## src/rtl/rptr_empty_lvl.sv

```systemverilog
// rptr_empty_lvl: async-FIFO read pointer, empty/almost-empty, fill level and sticky underflow
module rptr_empty_lvl #(
  parameter int address_width = 4,
  parameter int aempty_thresh = 2
) (
  input  logic                     rclk,
  input  logic                     rrst,
  input  logic                     rinc,
  input  logic                     rurf_clr,
  input  logic [address_width:0]   rq2_wptr,
  output logic [address_width-1:0] raddr,
  output logic [address_width:0]   rptr,
  output logic                     rempty,
  output logic                     raempty,
  output logic [address_width:0]   rlevel,
  output logic                     runderflow
);
  localparam logic [address_width:0] athr = (address_width+1)'(aempty_thresh);
  logic [address_width:0] rbin_q, rbin_d, rgray_q, rgray_d, wbin_s, rlevel_q, rlevel_d;
  logic rempty_q, rempty_d, raempty_q, raempty_d, runderflow_q, runderflow_d;
  for (genvar g = 0; g <= address_width; g++) begin : g_w2b
    assign wbin_s[g] = ^rq2_wptr[address_width:g];
  end
  always_comb begin
    rbin_d       = rbin_q + (address_width+1)'(rinc & ~rempty_q);
    rgray_d      = (rbin_d >> 1) ^ rbin_d;
    rempty_d     = rgray_d == rq2_wptr;
    rlevel_d     = wbin_s - rbin_d;
    raempty_d    = rlevel_d <= athr;
    runderflow_d = (rinc & rempty_q) | (runderflow_q & ~rurf_clr);
  end
  always_ff @(posedge rclk) begin
    if (rrst) begin
      rbin_q       <= '0;
      rgray_q      <= '0;
      rempty_q     <= 1'b1;
      raempty_q    <= 1'b1;
      rlevel_q     <= '0;
      runderflow_q <= 1'b0;
    end else begin
      rbin_q       <= rbin_d;
      rgray_q      <= rgray_d;
      rempty_q     <= rempty_d;
      raempty_q    <= raempty_d;
      rlevel_q     <= rlevel_d;
      runderflow_q <= runderflow_d;
    end
  end
  assign raddr      = rbin_q[address_width-1:0];
  assign rptr       = rgray_q;
  assign rempty     = rempty_q;
  assign raempty    = raempty_q;
  assign rlevel     = rlevel_q;
  assign runderflow = runderflow_q;
endmodule
```

## config.mk

```make
export PLATFORM = sky130hd
export DESIGN_NAME = rptr_empty_lvl
export DESIGN_NICKNAME = d
export VERILOG_FILES = /design/src/rtl/rptr_empty_lvl.sv
export SDC_FILE = /design/constraint.sdc
export NUM_CORES = 1
export LEC_CHECK = 0
export BUFFER_PORTS_ARGS = -buffer_cell sky130_fd_sc_hd__buf_2
export CORE_UTILIZATION = 52
export CTS_CLUSTER_DIAMETER = 60
export CTS_CLUSTER_SIZE = 20
export DETAILED_ROUTE_END_ITERATION = 16
export HOLD_SLACK_MARGIN = 0.08
export PLACE_DENSITY = 0.81
export SLEW_MARGIN = 20
export SYNTH_ARGS = -nofsm -noshare
export SYNTH_HDL_FRONTEND = slang
export SYNTH_SLANG_ARGS = --single-unit
```

## constraint.sdc

```tcl
create_clock -name rclk -period 3.8 [get_ports rclk]
set_input_delay 0.57 -clock rclk [delete_from_list [all_inputs] [get_ports rclk]]
set_output_delay 0.57 -clock rclk [all_outputs]
set_load 0.01 [all_outputs]
```

# --- Word-level counts from Yosys, hierarchy flattened ---
# Cells that the tools add are included.
# Widths: inputs -> output; s select.
op_classes:
  n_eq_ne: 1
  n_bitwise: 7
  reduce_logical: 4
  order_cmp: 1
  addsub: 2
ops:
  columns: ["operator", "count"]
  rows:
  - ["$add 5x5->5", 1]
  - ["$and 1x5->5", 1]
  - ["$eq 5x5->1", 1]
  - ["$le 5x2->1 const B", 1]
  - ["$not 1->5", 1]
  - ["$reduce_xor 5->1", 1]
  - ["$sub 5x5->5", 1]
  - ["$xor 4x5->5", 1]
  - ["$reduce_xor 4->1", 1]
  - ["$reduce_xor 3->1", 1]
  - ["$and 1x1->1", 2]
  - ["$reduce_xor 2->1", 1]
  - ["$not 1->1", 1]
  - ["$or 1x1->1", 1]
totals:
  register_bits: 18
  input_bits: 9
  word_cells: 21

# --- Longest topological paths before layout ---
logic_depth:
  ltp_word: 5
  depth_mapped: 11
  depth_no_buf: 11

# --- Worst setup path before layout ---
# OpenSTA, ideal clock, no wires.
synth_path:
  path_kind: "input to register"
  from: "input port rq2_wptr[2]"
  to: "register raempty_q (netlist: raempty)"
  cell_stages: 11
  arrival_ns: 2.509
  n_path_buf: 0
  setup_time_ns: 0.116
  slack_ns: 1.175
  path_cell_list: "xor3_2 xnor2_2 xor2_1 ha_1 inv_1 ha_1 nor3_1 o21ai_0 o211ai_1 xor2_1 a41o_1"
synth_between:
  elab_chain_cells: 3
synth_lines:
  columns: ["element", "line_no", "source"]
  rows:
  - ["from (decl)", "10", "input logic [address_width:0] rq2_wptr,"]
  - ["$reduce_xor 5->1, or another cell as far along", "22", "assign wbin_s[g] = ^rq2_wptr[address_width:g];"]
  - ["$sub 5x5->5 *", "28", "rlevel_d = wbin_s - rbin_d;"]
  - ["$le 5x2->1 *", "29", "raempty_d = rlevel_d <= athr;"]
  - ["to (signal assigned)", "44", "raempty_q <= raempty_d;"]
  - ["to (decl)", "20", "logic rempty_q, rempty_d, raempty_q, raempty_d, runderflow_q, runderflow_d;"]
# Every way passes the cells marked *; elsewhere a longest branch is shown, timed or not.
# A chain may end at the register's enable or synchronous reset.

# --- Worst setup path in the final report ---
# Same ends and word-level chain as after synthesis.

==> results.md <==
- Worst hold path type: flip-flop to flip-flop
- Post-DRT Antenna Nets: 0
- Crit. Startpoint: rq2_wptr[2]
- GRT busiest layer: met2
- R2R cell count: 9
- Worst Path Required: roughly 4.0 ns
- Final Setup Violations: 0
- Drt total wl: around 1400 µm
- IO Pins: 26
- Critical Path Sink: raempty
- Gr ovfl total: 0
- Crit path DAT: between 2 and 3 ns
- XOR/XNOR Fraction of Synth Area: 0.251
- #FFs+latches synth: 17
- Seq pwr share: 0.482
- Met2 usage: 0.252
- Most frequent cells in the layout: 25 x buf_2, 17 x dfxtp_1, 12 x xor2_1, 11 x nor2_1, 6 x xnor2_1
- Dpl ws: ~0.9 ns
- Final core utilization: 0.667
- R2r startpoint: rempty
- Mapped Area: 856 µm²
- Synthesized instance count: 86
- Final instance area: approximately 0.0010 mm²
- Vias/cell: 5.00
- Largest family of logic cells by synthesized area: XOR/XNOR gates
- Max Slew Vio Count: 0
- Reg clk slew, reported paths: around 0.090 ns
- Fin. Hold Viols: 0
- CTS Hold Buffers Added: 0
- Starting density of the core: 0.562
- Switching Share: 0.294
- Final Cycle Share: 0.676
- DR WL/cell: around 11 µm
- Register area share after synthesis: 0.398
- Commonest non-fill, non-tap cell in the layout: buf_2
- IO Port Bufs: 25
- Status: finished, final reports clean
- Sw power: 122 µW
- CTS Buf Count: 3
- Syn Area/Cell: between 9 and 10 µm²
- Core area: between 0.0015 and 0.002 mm²
- CP Class: input port to flip-flop
- DP Area: 988 µm²
- Met3 usage: 0
- Worst reg-to-reg setup slack: 1.57 ns
- Setup TNS: 0 ns
- Worst IR drop on VDD: ~0.16 mV
- Initial antenna violation count: 0
- First DRT Iteration DRCs: 6
- Pwr/cell area: a little over 400 mW/mm²
- Max Root-Sink Buffers: 2
- Nets: 127
- Worst setup margin: 1.23 ns
- Post-synthesis adder-cell area fraction: 0.0863
- CP Capture Type: flip-flop
- CTS tree: built
- N_diodes: 0
- Routability Congestion: a little under 0.8
- Max Fclk: around 0.39 GHz
- Grt met1 use: 0.229
- Global-route wire length before repair: 2280 µm
- Measured slew at the worst slew-check pin: approximately 0.51 ns
- Worst-path fanout max: 5
- CTS Root Buffer Type: clkbuf_4
- Comb pwr share: 0.296
- Post-synthesis compound-gate area fraction: 0.0716
- Internal power: 293 µW
- Post-CTS sizing: 0
- Area delta synth->final: 18.7%
- Reg2reg end: raempty
- GRT Total Usage: 0.171
- Drt pass-1 iters: 3
- Tmin final: roughly 2.6 ns
- Startpoint types: input port
- Synth Warn #: 0
- Total of max-cap violations: 0
- CTS Sinks: 17
- Clock power frac: 0.222
- Relative slew slack: 0.659
- Die W: about 43 µm
- Leak: between 0.0004 and 0.0005 µW
- Site row count: 14
- Layout cells sized above 1: 0.304
- Die H: 42.6 µm
- Skew-Pair Late Insertion Delay: 0.28 ns
- Post-synthesis simple-gate area fraction: 0.170
- Post-CTS setup buffer count: 0
- Worst Skew: between 0.001 and 0.0015 ns
- Vias in the first global route: 546
- DRC Markers: 0
- RSZ-0062 raised after global routing: no
- Mux contribution to synthesized area: 0
- Library cells used by synthesis: 25
- DR vias: 640
- Pin count of the biggest net entering global routing: 18
- Dpl hpwl: 1090 µm
- # H-tree levels: 1
- Die area: 0.00181 mm²
- Post-Syn Nets: 100
[worst min-delay path by stage]
| stage | start | end | slack, ns | cells after the start |
|---|---|---|---|---|
| final | runderflow | runderflow | 0.48 | 2 |
| after global routing | runderflow | runderflow | 0.51 | 2 |
| after CTS | runderflow | runderflow | 0.48 | 2 |
| after detailed placement | runderflow | runderflow | 0.47 | 2 |
| after global placement | runderflow | runderflow | 0.46 | 2 |
| after floorplan | runderflow | runderflow | 0.49 | 2 |
[layer usage]
layer  wire length, µm  share of wire
met1               648           0.48
met3                29          0.021
met4                47          0.035
met5                 0              0
met2               636           0.47
[per-stage QoR]
stage | hold WS, ns | std cells | power [µW]
after global routing | 0.512 | 128 | 440
after global placement | 0.457 | 124 | 326
after floorplan | 0.489 | 86 | 293
after CTS | 0.481 | 128 | 421
final | 0.476 | 128 | 415
after detailed placement | 0.466 | 124 | 328
[cell type report]
cell class	instances	area, µm²
timing repair buffer	25	125
inverter	2	7.51
sequential	17	340
tap	16	20.0
fill	130	508
multi-input combinational	64	495
clock inverter	1	5.00
clock buffer	3	22.5
[sequential cells by signal, summed over array words and instances (netlist names)]
register,flops
rlevel,5
rempty,1
rptr,4
rbin_q,5
runderflow,1
raempty,1
[power by group through the flow]
stage                     Combinational, µW  Clock [µW]  Sequential [µW]
after detailed placement                124           0              205
after global placement                  122           0              204
after floorplan                        79.6           0              214
after global routing                    139         100              202
after CTS                               125        95.4              200
final                                   123        91.9              200
[cells by family after synthesis]
| group | count (synthesis) |
|---|---|
| adder cells (fa/ha/maj) | 6 |
| buffers and inverters | 5 |
| flip-flops | 17 |
| AND/OR/NAND/NOR | 29 |
| XOR/XNOR | 21 |
| AO/OA/AOI/OAI | 8 |
[cell usage after synthesis, drive strengths merged]
cell     n  area (µm²)
o21ai    1        5.00
maj3     1        11.3
or3      2        12.5
clkbuf   2        7.51
inv      2        7.51
nor3     2        10.0
a211oi   1        7.51
a41o     2        20.0
xor2    12         105
nand3    3        15.0
nor2b    4        25.0
o211ai   1        7.51
nand2    2        7.51
nor2    11        41.3
nand2b   3        18.8
buf      1        5.00
and3b    1        8.76
a21oi    2        10.0
xor3     1        25.0
xnor2    8        85.1
ha       5        62.6
and2     1        6.26
dfxtp   17         340
o21bai   1        11.3
[critical path, cell delays in order]
cell and delay [ns]:
buf_2 0.10, xor3_2 0.50, xnor2_2 0.26, xor2_1 0.18
ha_1 0.19, inv_1 0.05, ha_1 0.20, nor3_1 0.15
o21ai_0 0.10, o211ai_1 0.11, xor2_1 0.11, a41o_1 0.23
Power figures use the tool's default switching activity.
